[config.mk]
export PLATFORM = sky130hd
export DESIGN_NAME = mul_sequencer
export DESIGN_NICKNAME = d
export VERILOG_FILES = /design/src/rtl/exec_pkg.sv /design/src/rtl/mul_step.sv /design/src/rtl/mul_sequencer.sv
export SDC_FILE = /design/constraint.sdc
export NUM_CORES = 2
export LEC_CHECK = 0
export CORE_UTILIZATION = 45
export DETAILED_ROUTE_END_ITERATION = 12
export GPL_ROUTABILITY_DRIVEN = 0
export SLEW_MARGIN = 10
export SYNTH_ARGS = -nofsm -noshare
export SYNTH_HDL_FRONTEND = slang
export SYNTH_SLANG_ARGS = --single-unit
[constraint.sdc]
create_clock -name clk -period 15.8 [get_ports clk]
set_input_delay 1.58 -clock clk [delete_from_list [all_inputs] [get_ports clk]]
set_output_delay 1.58 -clock clk [all_outputs]
set_load 0.01 [all_outputs]
[src/rtl/exec_pkg.sv]
// rtl/exec_pkg.sv - execute-stage types and multiply opcode selection
package exec_pkg;

   localparam int MUL_WIDTH = 64;

   typedef enum logic [2:0] {IDLE, PREP, ITER, FIX, DONE} mul_state_t;

   // One-byte opcodes that route to the multiply sequencer
   localparam logic [7:0] OPC_GRP3      = 8'hF7;   // ModRM.reg selects MUL or IMUL
   localparam logic [2:0] GRP3_REG_MUL  = 3'd4;
   localparam logic [2:0] GRP3_REG_IMUL = 3'd5;
   localparam logic [7:0] OPC_IMUL_IB   = 8'h6B;   // IMUL r, r/m, imm8
   localparam logic [7:0] OPC_IMUL_IZ   = 8'h69;   // IMUL r, r/m, imm
   // Two-byte form 0F AF: IMUL r, r/m
   localparam logic [7:0] OPC_ESC       = 8'h0F;
   localparam logic [7:0] OPC_IMUL_RM   = 8'hAF;

   // True when execute should hand the instruction to the sequencer
   function automatic logic uses_mul_seq(input logic       two_byte,
                                         input logic [7:0] opc,
                                         input logic [2:0] modrm_reg);
      if (two_byte)
         return opc == OPC_IMUL_RM;
      return ((opc == OPC_GRP3) &&
              ((modrm_reg == GRP3_REG_MUL) || (modrm_reg == GRP3_REG_IMUL))) ||
             (opc == OPC_IMUL_IB) || (opc == OPC_IMUL_IZ);
   endfunction

endpackage

[src/rtl/mul_step.sv]
// rtl/mul_step.sv - one radix-2^STEP_BITS accumulate step of the iterative multiplier
module mul_step #(
   parameter int WIDTH     = 64,
   parameter int STEP_BITS = 4,
   parameter int CNT_W     = 4
) (
   input  logic [2*WIDTH-1:0]   acc_i,
   input  logic [WIDTH-1:0]     mag_i,
   input  logic [STEP_BITS-1:0] slice_i,
   input  logic [CNT_W-1:0]     count_i,
   output logic [2*WIDTH-1:0]   acc_o
);

   logic [WIDTH+STEP_BITS-1:0] pp;
   logic [2*WIDTH-1:0]         partial;

   // Partial product of the magnitude and one multiplier digit, aligned to that digit's weight
   always_comb begin
      pp      = (WIDTH+STEP_BITS)'(mag_i) * (WIDTH+STEP_BITS)'(slice_i);
      partial = (2*WIDTH)'(pp);
      acc_o   = acc_i + (partial << (STEP_BITS * int'(count_i)));
   end

endmodule

[src/rtl/mul_sequencer.sv]
// rtl/mul_sequencer.sv - multi-cycle MUL/IMUL sequencer beside the execute stage
module mul_sequencer
   import exec_pkg::*;
#(
   parameter int WIDTH     = MUL_WIDTH,
   parameter int STEP_BITS = 4
) (
   input  logic             clk,
   input  logic             reset,
   input  logic             startIn,
   input  logic             signedIn,
   input  logic [0:WIDTH-1] operandAIn,
   input  logic [0:WIDTH-1] operandBIn,
   input  logic             flushIn,
   input  logic             resultAckIn,
   output logic             readyOut,
   output logic             busyOut,
   output logic             resultValidOut,
   output logic [0:WIDTH-1] productLoOut,
   output logic [0:WIDTH-1] productHiOut
);

   localparam int ITERS = WIDTH / STEP_BITS;
   localparam int CNT_W = (ITERS > 1) ? $clog2(ITERS) : 1;
   localparam logic [CNT_W-1:0] LAST_CNT = CNT_W'(ITERS - 1);

   mul_state_t           state_q, state_d;
   logic [WIDTH-1:0]     a_q, b_q;       // raw operands until PREP, magnitudes after
   logic                 signed_q;
   logic                 neg_q;
   logic [2*WIDTH-1:0]   acc_q;
   logic [CNT_W-1:0]     cnt_q;
   logic [2*WIDTH-1:0]   prod_q;
   logic [2*WIDTH-1:0]   acc_d;

   mul_step #(
      .WIDTH     (WIDTH),
      .STEP_BITS (STEP_BITS),
      .CNT_W     (CNT_W)
   ) u_step (
      .acc_i   (acc_q),
      .mag_i   (a_q),
      .slice_i (b_q[STEP_BITS-1:0]),
      .count_i (cnt_q),
      .acc_o   (acc_d)
   );

   // State register
   always_ff @(posedge clk) begin
      if (reset)
         state_q <= IDLE;
      else
         state_q <= state_d;
   end

   // Next state and status outputs; flush overrides every transition
   always_comb begin
      state_d        = state_q;
      readyOut       = 1'b0;
      busyOut        = 1'b1;
      resultValidOut = 1'b0;
      case (state_q)
         IDLE: begin
            readyOut = 1'b1;
            busyOut  = 1'b0;
            if (startIn && !flushIn)
               state_d = PREP;
         end
         PREP: state_d = ITER;
         ITER: if (cnt_q == LAST_CNT) state_d = FIX;
         FIX:  state_d = DONE;
         DONE: begin
            resultValidOut = 1'b1;
            if (resultAckIn)
               state_d = IDLE;
         end
         default: state_d = IDLE;
      endcase
      if (flushIn)
         state_d = IDLE;
   end

   // Operand latch, sign handling, accumulation and product register; frozen during a flush
   always_ff @(posedge clk) begin
      if (reset) begin
         a_q      <= '0;
         b_q      <= '0;
         signed_q <= 1'b0;
         neg_q    <= 1'b0;
         acc_q    <= '0;
         cnt_q    <= '0;
         prod_q   <= '0;
      end else if (!flushIn) begin
         case (state_q)
            IDLE: begin
               if (startIn) begin
                  a_q      <= operandAIn;
                  b_q      <= operandBIn;
                  signed_q <= signedIn;
               end
            end
            PREP: begin
               // The most negative value maps to 2^(WIDTH-1), still representable unsigned
               a_q   <= (signed_q && a_q[WIDTH-1]) ? -a_q : a_q;
               b_q   <= (signed_q && b_q[WIDTH-1]) ? -b_q : b_q;
               neg_q <= signed_q & (a_q[WIDTH-1] ^ b_q[WIDTH-1]);
               acc_q <= '0;
               cnt_q <= '0;
            end
            ITER: begin
               acc_q <= acc_d;
               b_q   <= b_q >> STEP_BITS;
               cnt_q <= cnt_q + 1'b1;
            end
            FIX: prod_q <= neg_q ? -acc_q : acc_q;
            default: ;
         endcase
      end
   end

   assign productHiOut = prod_q[2*WIDTH-1:WIDTH];
   assign productLoOut = prod_q[WIDTH-1:0];

endmodule

==> key figures <==
STA
  • Final Max Slew Viols: 0
  • Fin. Hold Viols: 0
  • RSZ-0062 raised after global routing: false
  • Final setup violation count: 0
  • Max Freq: 95.0 MHz
  • Worst Tran Pin Value: roughly 1100 ps
  • Normalized max-slew margin: 0.279
  • Final worst slack: 5270 ps
  • Clock Skews: 22.8 ps
  • Tmin final: 10530 ps
  • Final Cycle Share: 0.666
  • Hold_ws: between 400 and 500 ps
  • Setup_tns: 0 ps

Floorplanning
  • Ports: 265
  • Row cnt: 110
  • Core box area: 90400 um2
  • Starting density of the core: 0.456
  • Die width: 305 um
  • Die ar.: ~93000 um2
  • Height of the die: 305 um

Logic synthesis
  • Post-synthesis net count: ~6200
  • #FFs+latches synth: between 300 and 400
  • Post-synth cell types: 86
  • Ys async rst share: 0
  • Ys Warns: 0
  • Post-synthesis instance total: 5761
  • Main synth FF type: dfxtp_1
  • Post-Syn Area per Cell: about 7.2 um2
  • Post-synth EDFFs: 0
  • Mapped Area: 41200 um2
  • Sequential element share of the synthesized area: 0.191

Final layout
  • Filler instances: 9100
  • Nets: 6203
  • Area Growth Syn to Fin: 11.5%
  • Layout cell share with drive strength beyond 1: 0.0448
  • Non-filler cells in the finished layout: 6936
  • Final Core Density: 0.508
  • Design area: around 46000 um2

Route
  • Wire length per cell: 20.7 um
  • Final WL: around 140 mm
  • DRT antenna net count: 0
  • DR DRC count: 0
  • DR pass1 iterations: 8
  • Initial drt markers: around 4200
  • Via count: about 42000
  • Vias/cell: between 6 and 7

Pwr
  • Leak: 19.4 nW
  • PD cells: just under 60 nW/um2
  • Power Total: between 2 and 3 mW
  • Worst vdd ir: between 70 and 80 uV

CTS
  • CTS H-tree depth: 2
  • Cts hold-fix bufs: 0
  • CTS Sinks: 393
  • CTS tree: done
  • CTS root buffer: clkbuf_16
  • TritonCTS Buffers: ~50
  • Max clock buf depth: 3
  • Reg clk slew, reported paths: approximately 60 ps
  • Setup bufs post-CTS: 0
  • Cells resized by post-CTS repair: 0
  • Clk Latency, worst-skew pair: 630 ps

Placement
  • DP Wirelength: approximately 110 mm
  • Port-buffer cells: ~260
  • Placed cells: around 6800
  • Placed cell areas: 44200 um2
  • Pre-CTS setup slack: 5650 ps

Global routing
  • GR Util All Layers: 0.299
  • First-pass GRT wire length: around 230 mm
  • Largest net degree at the start of global routing: 231
  • Initial antenna violation count: 5
  • Vias in the first global route: around 39000
  • Final global-route overflow total: 0

Setup path
  • CP max stage delay: around 750 ps
  • Setup CP Type: reg -> reg
  • Data required, critical path: 16280 ps
  • Worst path buffer plus inverter count: 4
  • Crit end category: flip-flop
  • Type of origin of the critical path: flip-flop
  • CP max FO: 54
  • CP arrival: between 10000 and 15000 ps
  • Reg-to-reg slack, setup: ~5300 ps
  • Crit-path slowest cell: a221oi_1
  • Crit-path leading delay family: compound AO/OA/AOI/OAI gates

Run status
  • Status: finished clean

Worst hold path
  • Worst Hold Class: reg -> reg

Run
  • Max-cap viol count: 0
logic make-up (layout without fill, tap and decap cells):
group / count (synthesis) / after routing / share of synthesized area
fa+ha+maj: 350 / 350 / 0.129
xor+xnor: 292 / 292 / 0.0621
compound gates: 1749 / 1749 / 0.271
flops: 393 / 393 / 0.191
other cells: 0 / 7 / 0
mux: 122 / 122 / 0.0351
buf+inv: 729 / 721 / 0.0668
simple gates: 2126 / 2126 / 0.246
flip-flops by register name (all words and copies together) (netlist names):
register	flops
a_q	64
acc_q	128
b_q	64
cnt_q	4
neg_q	1
prod_q	128
signed_q	1
state_q	3
where the power goes:
| group | leakage (nW) | internal (mW) | switching (mW) | total (mW) |
|---|---|---|---|---|
| Sequential | 3.18 | 1.01 | 0.0409 | 1.05 |
| Clock | 0.850 | 0.742 | 0.479 | 1.22 |
| Combinational | 15.4 | 0.153 | 0.254 | 0.407 |
| Total | 19.4 | 1.91 | 0.774 | 2.68 |
placed cells by master (no fill, tap or decap), types with 34 or more instances in the layout:
master | Yosys | routed
clkdlybuf4s50_1 | 0 | 263
buf_4 | 2 | 37
o21bai_1 | 59 | 59
a21oi_1 | 512 | 512
or4_1 | 34 | 34
a221oi_1 | 35 | 35
fa_1 | 125 | 125
nor2_1 | 724 | 717
mux2i_1 | 77 | 77
dfxtp_1 | 393 | 387
and2_1 | 213 | 212
nor4_1 | 45 | 45
a21o_1 | 134 | 134
xor2_1 | 176 | 176
clkbuf_16 | 0 | 50
o21ai_0 | 378 | 378
o31ai_1 | 64 | 64
or2_2 | 40 | 39
nor3_1 | 151 | 151
and3_1 | 39 | 39
a211oi_1 | 150 | 149
nand2_1 | 513 | 512
ha_1 | 225 | 225
or3_1 | 74 | 74
xnor2_1 | 116 | 116
nand4_1 | 120 | 120
inv_1 | 331 | 330
a22oi_1 | 128 | 128
nand3_1 | 74 | 74
worst paths after layout:
path,from,end,cells past startpoint
max,b_q[3],acc_q[125],32
min reg2reg,prod_q[83],prod_q[83],2
max reg2reg,b_q[3],acc_q[125],32
min,prod_q[83],prod_q[83],2
Yosys cell counts, drive strengths merged (77+ instances only):
library cell | instances | area [um2]
clkbuf | 366 | 1370
a21o | 134 | 1010
mux2i | 77 | 771
or3 | 77 | 497
fa | 125 | 2500
nand2 | 513 | 1930
nor3 | 153 | 782
xnor2 | 116 | 1020
xor2 | 176 | 1540
o21ai | 379 | 1900
dfxtp | 393 | 7870
and2 | 214 | 1340
a22oi | 128 | 961
a211oi | 150 | 1130
inv | 332 | 1250
a21oi | 512 | 2560
nor2 | 724 | 2720
nand4 | 120 | 751
ha | 225 | 2820
cell type report:
| class | instances | area [um2] | area share |
|---|---|---|---|
| Sequential cell | 393 | 7880 | 0.171 |
| Multi-Input combinational cell | 4639 | 30700 | 0.667 |
| Clock buffer | 68 | 1430 | 0.0311 |
| Inverter | 334 | 1250 | 0.0273 |
| Tap cell | 1176 | 1470 | 0.0320 |
| Clock inverter | 17 | 293 | 0.00637 |
| Timing Repair Buffer | 302 | 2950 | 0.0641 |
| Antenna cell | 7 | 17.5 | 0.000381 |
worst min-delay path: stages (launching register included):
cell     delay [ps]
dfxtp_1         300
nand2_1          50
a21oi_1          50
metal layers:
layer / vias to the layer above / wire (um) / track usage
met3: 274 / 9810 / 0.0334
met5: - / 0 / 0
met4: 0 / 5560 / 0.117
li1: 20496 / - / -
met1: 19840 / 65400 / 0.423
met2: 1608 / 62500 / 0.462
(Power assumes the default switching activity.)
